### config.mk
export PLATFORM = sky130hd
export DESIGN_NAME = slave_in_port
export DESIGN_NICKNAME = d
export VERILOG_FILES = /design/src/rtl/slave_in_port.sv
export SDC_FILE = /design/constraint.sdc
export NUM_CORES = 1
export LEC_CHECK = 0
export ABC_AREA = 1
export CORE_ASPECT_RATIO = 1.25
export CORE_UTILIZATION = 41
export DETAILED_ROUTE_END_ITERATION = 6
export HOLD_SLACK_MARGIN = 0.15
export PLACE_DENSITY_LB_ADDON = 0.08
export SLEW_MARGIN = 20
export SYNTH_ARGS = -nofsm -noshare
export SYNTH_HDL_FRONTEND = slang
export SYNTH_SLANG_ARGS = --single-unit
export TNS_END_PERCENT = 50
### constraint.sdc
create_clock -name clk -period 2.7 [get_ports clk]
set_clock_uncertainty 0.2 [all_clocks]
set_input_delay 0.27 -clock clk [delete_from_list [all_inputs] [get_ports clk]]
set_output_delay 0.27 -clock clk [all_outputs]
set_load 0.02 [all_outputs]
### src/rtl/slave_in_port.sv
// Slave-side serial bus receiver. It deserialises the LSB-first address and
// burst streams, then either issues one read request or reassembles write
// words and presents one beat per word at base + beat index.
module slave_in_port #(
  parameter int WORD_SIZE       = 8,
  parameter int SLAVE_ADDR_SIZE = 12,
  parameter int BURST_SIZE      = 12
) (
  input  logic                       clk,
  input  logic                       rst,
  input  logic                       sel,
  input  logic                       m_valid,
  input  logic                       read_en,
  input  logic                       write_en,
  input  logic                       addr_bus,
  input  logic                       burst_size_bus,
  input  logic                       w_data_bus,
  output logic                       s_ready,
  output logic [SLAVE_ADDR_SIZE-1:0] addr_out,
  output logic [BURST_SIZE-1:0]      burst_out,
  output logic [WORD_SIZE-1:0]       wdata_out,
  output logic                       wdata_valid,
  output logic                       rd_req,
  output logic                       frame_done,
  output logic                       rx_err
);

  localparam int ACNT_W = $clog2(SLAVE_ADDR_SIZE + 1);
  localparam int WCNT_W = $clog2(WORD_SIZE + 1);

  typedef enum logic [1:0] {
    IDLE  = 2'd0,
    ADDR  = 2'd1,
    WDATA = 2'd2
  } state_t;

  state_t state, state_d;

  logic                       op_rd;
  logic [ACNT_W-1:0]          acnt;
  logic [WCNT_W-1:0]          wcnt;
  logic [BURST_SIZE-1:0]      beat_idx;
  logic [SLAVE_ADDR_SIZE-1:0] addr_sr;
  logic [SLAVE_ADDR_SIZE-1:0] addr_nxt;
  logic [BURST_SIZE-1:0]      burst_sr;
  logic [BURST_SIZE-1:0]      burst_nxt;
  // Holds the first WORD_SIZE-1 bits; the final bit is taken straight from the bus.
  logic [WORD_SIZE-2:0]       wdata_sr;
  logic [WORD_SIZE-1:0]       word_nxt;

  logic bit_in, start_hit, op_legal, addr_last, word_last, beat_last;
  logic rd_req_d, wdata_valid_d, frame_done_d, rx_err_d, s_ready_d;

  // A zero burst count still moves one word, so the last beat index is 0.
  function automatic logic [BURST_SIZE-1:0] last_beat(input logic [BURST_SIZE-1:0] b);
    return (b == '0) ? '0 : b - BURST_SIZE'(1);
  endfunction

  assign bit_in    = sel & m_valid;
  // A new frame is only accepted once s_ready has been restored.
  assign start_hit = (state == IDLE) && s_ready && bit_in;
  assign op_legal  = read_en ^ write_en;
  assign addr_last = (state == ADDR) && bit_in && (acnt == ACNT_W'(SLAVE_ADDR_SIZE - 1));
  assign word_last = (state == WDATA) && bit_in && (wcnt == WCNT_W'(WORD_SIZE - 1));
  assign beat_last = word_last && (beat_idx == last_beat(burst_out));
  assign addr_nxt  = {addr_bus, addr_sr[SLAVE_ADDR_SIZE-1:1]};
  // Burst bits past the register width are dropped by freezing the shifter.
  assign burst_nxt = (acnt < ACNT_W'(BURST_SIZE)) ?
                     {burst_size_bus, burst_sr[BURST_SIZE-1:1]} : burst_sr;
  assign word_nxt  = {w_data_bus, wdata_sr};

  // State register and registered control pulses.
  always_ff @(posedge clk) begin
    if (rst) begin
      state       <= IDLE;
      s_ready     <= 1'b1;
      rd_req      <= 1'b0;
      wdata_valid <= 1'b0;
      frame_done  <= 1'b0;
      rx_err      <= 1'b0;
    end else begin
      state       <= state_d;
      s_ready     <= s_ready_d;
      rd_req      <= rd_req_d;
      wdata_valid <= wdata_valid_d;
      frame_done  <= frame_done_d;
      rx_err      <= rx_err_d;
    end
  end

  // Next-state and next-pulse decode; sel loss mid-frame always aborts.
  always_comb begin
    state_d       = state;
    rd_req_d      = 1'b0;
    wdata_valid_d = 1'b0;
    frame_done_d  = 1'b0;
    rx_err_d      = 1'b0;
    case (state)
      IDLE: begin
        if (start_hit) begin
          if (op_legal) state_d  = ADDR;
          else          rx_err_d = 1'b1;
        end
      end
      ADDR: begin
        if (!sel) begin
          rx_err_d = 1'b1;
          state_d  = IDLE;
        end else if (addr_last) begin
          if (op_rd) begin
            rd_req_d     = 1'b1;
            frame_done_d = 1'b1;
            state_d      = IDLE;
          end else begin
            state_d = WDATA;
          end
        end
      end
      WDATA: begin
        if (!sel) begin
          rx_err_d = 1'b1;
          state_d  = IDLE;
        end else if (word_last) begin
          wdata_valid_d = 1'b1;
          if (beat_last) begin
            frame_done_d = 1'b1;
            state_d      = IDLE;
          end
        end
      end
      default: state_d = IDLE;
    endcase
    // s_ready comes back one cycle after the completing/erroring pulse.
    s_ready_d = (state_d == IDLE) && !frame_done_d && !rx_err_d;
  end

  // Shift registers, counters and parallel outputs.
  always_ff @(posedge clk) begin
    if (rst) begin
      op_rd     <= 1'b0;
      acnt      <= '0;
      wcnt      <= '0;
      beat_idx  <= '0;
      addr_sr   <= '0;
      burst_sr  <= '0;
      wdata_sr  <= '0;
      addr_out  <= '0;
      burst_out <= '0;
      wdata_out <= '0;
    end else begin
      case (state)
        IDLE: begin
          if (start_hit && op_legal) begin
            op_rd    <= read_en;
            addr_sr  <= addr_nxt;
            burst_sr <= {burst_size_bus, burst_sr[BURST_SIZE-1:1]};
            acnt     <= ACNT_W'(1);
          end
        end
        ADDR: begin
          if (bit_in) begin
            addr_sr  <= addr_nxt;
            burst_sr <= burst_nxt;
            acnt     <= acnt + ACNT_W'(1);
            if (addr_last) begin
              addr_out  <= addr_nxt;
              burst_out <= burst_nxt;
              beat_idx  <= '0;
              wcnt      <= '0;
            end
          end
        end
        WDATA: begin
          if (bit_in) begin
            if (word_last) begin
              wdata_out <= word_nxt;
              addr_out  <= addr_sr + SLAVE_ADDR_SIZE'(beat_idx);
              beat_idx  <= beat_idx + BURST_SIZE'(1);
              wcnt      <= '0;
            end else begin
              wdata_sr <= word_nxt[WORD_SIZE-1:1];
              wcnt     <= wcnt + WCNT_W'(1);
            end
          end
        end
        default: ;
      endcase
    end
  end

endmodule
# ---- Word-level counts from Yosys, hierarchy flattened
# Index checks and enable logic that the tools add are counted.
dict set report totals {
  register_bits 91
  out_inout_bits 37
  word_cells 112
  in_bits 9
}
dict set report classes {
  n_addsub 5
  mux 47
  eq_ne 10
  bitwise 6
  n_reduce_logical 27
  order_cmp 1
}
# op n
set ops {}
lappend ops {{$mux W12} 14}
lappend ops {{$pmux W12 S2} 4}
lappend ops {{$mux W4} 6}
lappend ops {{$mux W2} 8}
lappend ops {{$pmux W4 S2} 2}
lappend ops {{$add A12 B1 Y12 const B} 1}
lappend ops {{$add A12 B12 Y12} 1}
lappend ops {{$eq A12 B12 Y1} 1}
lappend ops {{$logic_not A12 Y1} 1}
lappend ops {{$reduce_and A3 Y1} 4}
lappend ops {{$sub A12 B1 Y12 const B} 1}
lappend ops {{$logic_and A1 B1 Y1} 10}
lappend ops {{$mux W1} 10}
lappend ops {{$add A4 B1 Y4 const B} 2}
lappend ops {{$ne A2 B2 Y1 const B} 4}
lappend ops {{$pmux W2 S3} 1}
lappend ops {{$reduce_and A5 Y1} 1}
lappend ops {{$eq A4 B3 Y1 const B} 1}
lappend ops {{$eq A4 B4 Y1 const B} 1}
lappend ops {{$logic_not A2 Y1} 2}
lappend ops {{$lt A4 B4 Y1 const B} 1}
lappend ops {{$not A1 Y1} 4}
lappend ops {{$pmux W1 S2} 2}
lappend ops {{$reduce_and A4 Y1} 1}
lappend ops {{10 further kinds} 13}

# ---- Logic depth before layout (Yosys ltp)
dict set report logic_depth {
  depth_word 11
  depth_mapped 18
  depth_no_buf 18
}

# ---- Worst setup path after synthesis
# No wires, ideal clock.
dict set report synth_timing {
  path_type {flip-flop to flip-flop}
  from {register burst_out[0]}
  to {register s_ready}
  stages_incl_launch_ff 17
  arrival_ns 1.908
  slack_ns 0.479
  path_buffers 1
  path_cell_list {dfxtp_1 -> inv_1 -> ha_1 -> nand2_2 -> nor2_2 -> nand2_2 -> buf_6 -> nand3_2 -> xor2_2 -> nand2_1 -> nor2_1 -> nand2_1 -> nand2_1 -> nand2_1 -> nand2_1 -> a21oi_2 -> nor2_1}
}
dict set report synth_between {
  elab_chain_cells 11
  word_cells_on_any_way 17
  classes_between {add/sub (1); eq/ne (1); mux (9); reduce/logical (6)}
}
# element line_no
set synth_lines {}
lappend synth_lines {{from (decl)} 20} ;# output logic [BURST_SIZE-1:0] burst_out,
lappend synth_lines {{from (signal assigned)} 167} ;# burst_out <= burst_nxt;
lappend synth_lines {{$sub A12 B1 Y12 or $logic_not A12 Y1 (tied branches)} 56} ;# return (b == '0) ? '0 : b - BURST_SIZE'(1);
lappend synth_lines {{$mux W12 (*)} 56}
lappend synth_lines {{$eq A12 B12 Y1 (*)} 65} ;# assign beat_last = word_last && (beat_idx == last_beat(burst_out));
lappend synth_lines {{$logic_and A1 B1 Y1 (*)} 65}
lappend synth_lines {{$mux W2 or $mux W1 (tied branches)} 125} ;# if (beat_last) begin
lappend synth_lines {{$mux W2 or $mux W1 (tied branches)} 123} ;# end else if (word_last) begin
lappend synth_lines {{$mux W2 or $mux W1 (tied branches)} 120} ;# if (!sel) begin
lappend synth_lines {{$pmux W2 S3 or $pmux W1 S2 (tied branches)} 98} ;# case (state)
lappend synth_lines {{$logic_not A2 Y1 or $logic_not A1 Y1 (tied branches)} 134} ;# s_ready_d = (state_d == IDLE) && !frame_done_d && !rx_err_d;
lappend synth_lines {{$logic_and A1 B1 Y1 (*) (2 in a row)} 134}
lappend synth_lines {{to (signal assigned)} 83} ;# s_ready <= s_ready_d;
lappend synth_lines {{to (decl)} 18} ;# output logic s_ready,
# Every way passes the cells marked *; elsewhere a longest branch is shown, timed or not.
# A chain may end at the register's enable or synchronous reset.

# ---- Final worst setup path
dict set report layout_timing {
  from {register state[1]}
  to {register beat_idx[9]}
}
dict set report layout_between {
  elab_chain_cells 5
  word_cells_on_any_way 13
  classes_between {eq/ne (6); mux (1); reduce/logical (6)}
}
# element line_no
set layout_lines {}
lappend layout_lines {{from (decl)} 37} ;# state_t state, state_d;
lappend layout_lines {{from (signal assigned)} 82} ;# state <= state_d;
lappend layout_lines {{$eq A2 B2 Y1 or $eq A2 B1 Y1 (tied branches)} {64, 151, 63}}
lappend layout_lines {{$logic_and A1 B1 Y1, on equally long branches (2 in a row)} {64, 63}}
lappend layout_lines {{$ne A2 B2 Y1 (no source line)} n/a}
lappend layout_lines {{$reduce_and A5 Y1 (no source line)} n/a}
lappend layout_lines {{to (signal assigned)} 178} ;# beat_idx <= beat_idx + BURST_SIZE'(1);
lappend layout_lines {{to (decl)} 42} ;# logic [BURST_SIZE-1:0] beat_idx;
# Several ways; a longest one is shown, not always the timed one.

==> summary.md <==
| Metric | Value |
|---|---|
| Status | finished, final reports clean |
| Post-Route WL | 12200 um |
| # hold bufs at CTS | 0 |
| Antenna violations before repair | 0 |
| Post-synth top area share | 37.7% |
| Cells after synthesis | 690 |
| H-tree depth | 3 |
| Initial Utilization | 42.7% |
| Number of global-route vias before repair | 4250 |
| Post-synth EDFFs | 0 |
| Root buffer cell | clkbuf_16 |
| Crit-path most repeated cell | nand2_2 |
| Worst r2r path cells | 13 |
| Asr flop ratio synth | 0% |
| Die height | 123 um |
| Resize count post-CTS | 1 |
| Final ANT Viol Nets | 0 |
| GRT Residual Overflow | 0 |
| Layout area overhead | 20.5% |
| # DRC | 0 |
| Worst setup EP type | register |
| Max Clk Rate | 408 MHz |
| # fillers | 1148 |
| Final #Nets | 766 |
| Setup TNS | 0 ns |
| Routed via count | 4583 |
| Seq/Total Area, Yosys | 37.7% |
| Critical path buffers and inverters | 2 |
| Top cells by area, synth | dfxtp_1, nor2_1, nand2_1 |
| First-pass GRT wire length | 20300 um |
| VDD IR-drop max | 0.285 mV |
| Crit-path max cell delay | 0.36 ns |
| Slew HR | 56.1% |
| Worst min path class | reg2reg |
| Period Utilization, post-route | 90.9% |
| Initial DRC count | 235 |
| Leakage power | 2.39 nW |
| Critical Path, Cell by Cell | inv_1, ha_1, nand3_2, nand2_2, nand2_2, a21oi_4, inv_2, nor2_2, nand2_1, nor2_1, nand3_1, a21oi_1, o21a_1 |
| CP Max Fanout | 14 |
| Final Core Density | 51.5% |
| Setup Crit Path Kind | reg2reg |
| Drt pass-1 iters | 4 |
| FF+latch count, synth | 91 |
| Vias per cell | 5.23 |
| Syn Nets | 719 |
| Synth cell types | 41 |
| Crit path DAT | 2.54 ns |
| Cells on Worst Hold Path | 2 |
| Latest clock arrival within the worst-skew pair | 0.34 ns |
| Layout cells sized above 1 | 8.22% |
| CTS Buf Count | 9 |
| Clock slew at reported path FFs | 0.07 ns |
| Wire per inst | 13.9 um |
| I/O pins | 46 |
| Max Root-Sink Buffers | 2 |
| Crit path launch type | register |
| Post-Syn Area per Cell | 7.00 um2 |
| CTS tree | built |
| ANT cells | 0 |
| Ys flop type | dfxtp_1 |
| Worst path required time | 2.79 ns |
| Placer Congestion | 0.906 |
| Die Wd | 99.1 um |
| Final setup viols | 0 |
| Dpl hpwl | 9110 um |
| RSZ-0062 raised after global routing | false |
| Cell taking the most area after synthesis | dfxtp_1 |
| Mapped Area | 4830 um2 |
| Buffers on Ports | 45 |
| Min Clock Period, post-route | 2.45 ns |
| Global Route Usage Sum | 20.9% |
| Synth Warn # | 0 |
| Largest net degree at the start of global routing | 36 |
| Final Hold Viols | 0 |
| Clk sinks | 91 |
| Post-CTS setup buffer count | 0 |
| MaxCap Viol Count | 0 |
| Die Area | 12200 um2 |
| Crit-path leading delay family | simple AND/OR/NAND/NOR gates |
| Post-DP Area | 5470 um2 |
| Core region area | 11300 um2 |
| Max-slew violations | 0 |
| Slowest-stage cell, CP | ha_1 |
| Worst-Margin Slew | 0.657 ns |
| Cell area after layout | 5820 um2 |
| # rows | 43 |
| CP Depth | 13 |
| PD cells | 565 nW/um2 |
[worst reg2reg max path, delay by kind of cell, from the launching register on]
family / cells / cell delay, ns
compound gates: 3 / 0.45
fa+ha+maj: 1 / 0.36
buf+inv: 2 / 0.29
flops: 1 / 0.33
simple gates: 7 / 0.77
[cell usage in the layout, fill, tap and decap left out, types with 7 or more instances in the layout]
cell	synthesis	routed
a211oi_1	15	15
a21oi_1	70	70
buf_4	0	16
clkbuf_16	0	9
clkdlybuf4s50_1	0	45
dfxtp_1	91	91
ha_1	19	18
inv_1	69	68
nand2_1	106	106
nand3_1	32	32
nand4_1	7	7
nor2_1	114	114
nor3_1	9	9
o21ai_0	68	68
[logic make-up (layout without fill, tap and decap cells)]
family          after synthesis  after routing  synth area share (%)
buf+inv                      99            151                  8.21
simple gates                291            291                  25.7
flops                        91             91                  37.7
compound gates              178            178                  20.8
xor+xnor                     11             11                  2.15
fa+ha+maj                    20             20                  5.34
[final cells by class]
cell class              instances  area (um2)  area share, %
multi-input cells             500        2620           45.0
flip-flops and latches         91        1820           31.3
repair buffers                 62         591           10.1
inverters                      73         274           4.71
clock buffers                   9         225           3.87
well taps                     135         169           2.90
clock inverters                 7         121           2.09
[cells in the mapped netlist (3+ instances only)]
library cell	number
a211oi_1	15
a21oi_1	70
a22oi_1	3
buf_2	8
clkbuf_1	14
dfxtp_1	91
ha_1	19
inv_1	69
nand2_1	106
nand2_2	7
nand3_1	32
nand3_2	3
nand4_1	7
nor2_1	114
nor2_2	5
nor3_1	9
o21a_1	5
o21ai_0	68
o221ai_1	3
or2_2	3
xnor2_1	5
xor2_1	5
[registers in the layout (all words and copies together), names as in the netlist]
| name | flops |
|---|---|
| addr_out | 12 |
| addr_sr | 12 |
| beat_idx | 12 |
| burst_out | 12 |
| burst_sr | 12 |
| wdata_out | 8 |
| wdata_sr | 7 |
| acnt | 4 |
| wcnt | 4 |
| state | 2 |
| frame_done | 1 |
| op_rd | 1 |
| rd_req | 1 |
| rx_err | 1 |
| s_ready | 1 |
| wdata_valid | 1 |
[routing by layer]
metal | wire length (um) | GRT usage, % | share of wire [%] | up-vias
met2 | 5900 | 36.7 | 48 | 65
met1 | 5910 | 26.5 | 49 | 2123
li1 | - | - | - | 2390
met4 | 59 | 5.88 | 0.48 | 0
met5 | 0 | 0 | 0 | -
met3 | 311 | 3.50 | 2.6 | 5
[power by group]
part | internal [mW] | switching [mW]
Sequential | 1.41 | 0.0545
Combinational | 0.141 | 0.225
Clock | 0.911 | 0.552
[worst paths after layout]
kind / startpoint / to / slack (ns)
setup / recovery: state[1] / beat_idx[9] / 0.25
hold / removal: wdata_out[7] / wdata_out[7] / 0.29
setup reg to reg: state[1] / beat_idx[9] / 0.25
hold reg to reg: wdata_out[7] / wdata_out[7] / 0.29
[through the flow]
stage | setup slack [ns] | hold WS, ns | power [mW] | std cells
after floorplan | 0.479 | 0.205 | 1.73 | 690
after global placement | 0.0495 | 0.267 | 1.85 | 861
after detailed placement | 0.0133 | 0.277 | 1.86 | 861
after CTS | 0.0929 | 0.291 | 3.32 | 877
after global routing | 0.0197 | 0.304 | 3.43 | 877
final | 0.246 | 0.285 | 3.29 | 877
Power figures use the tool's default switching activity.
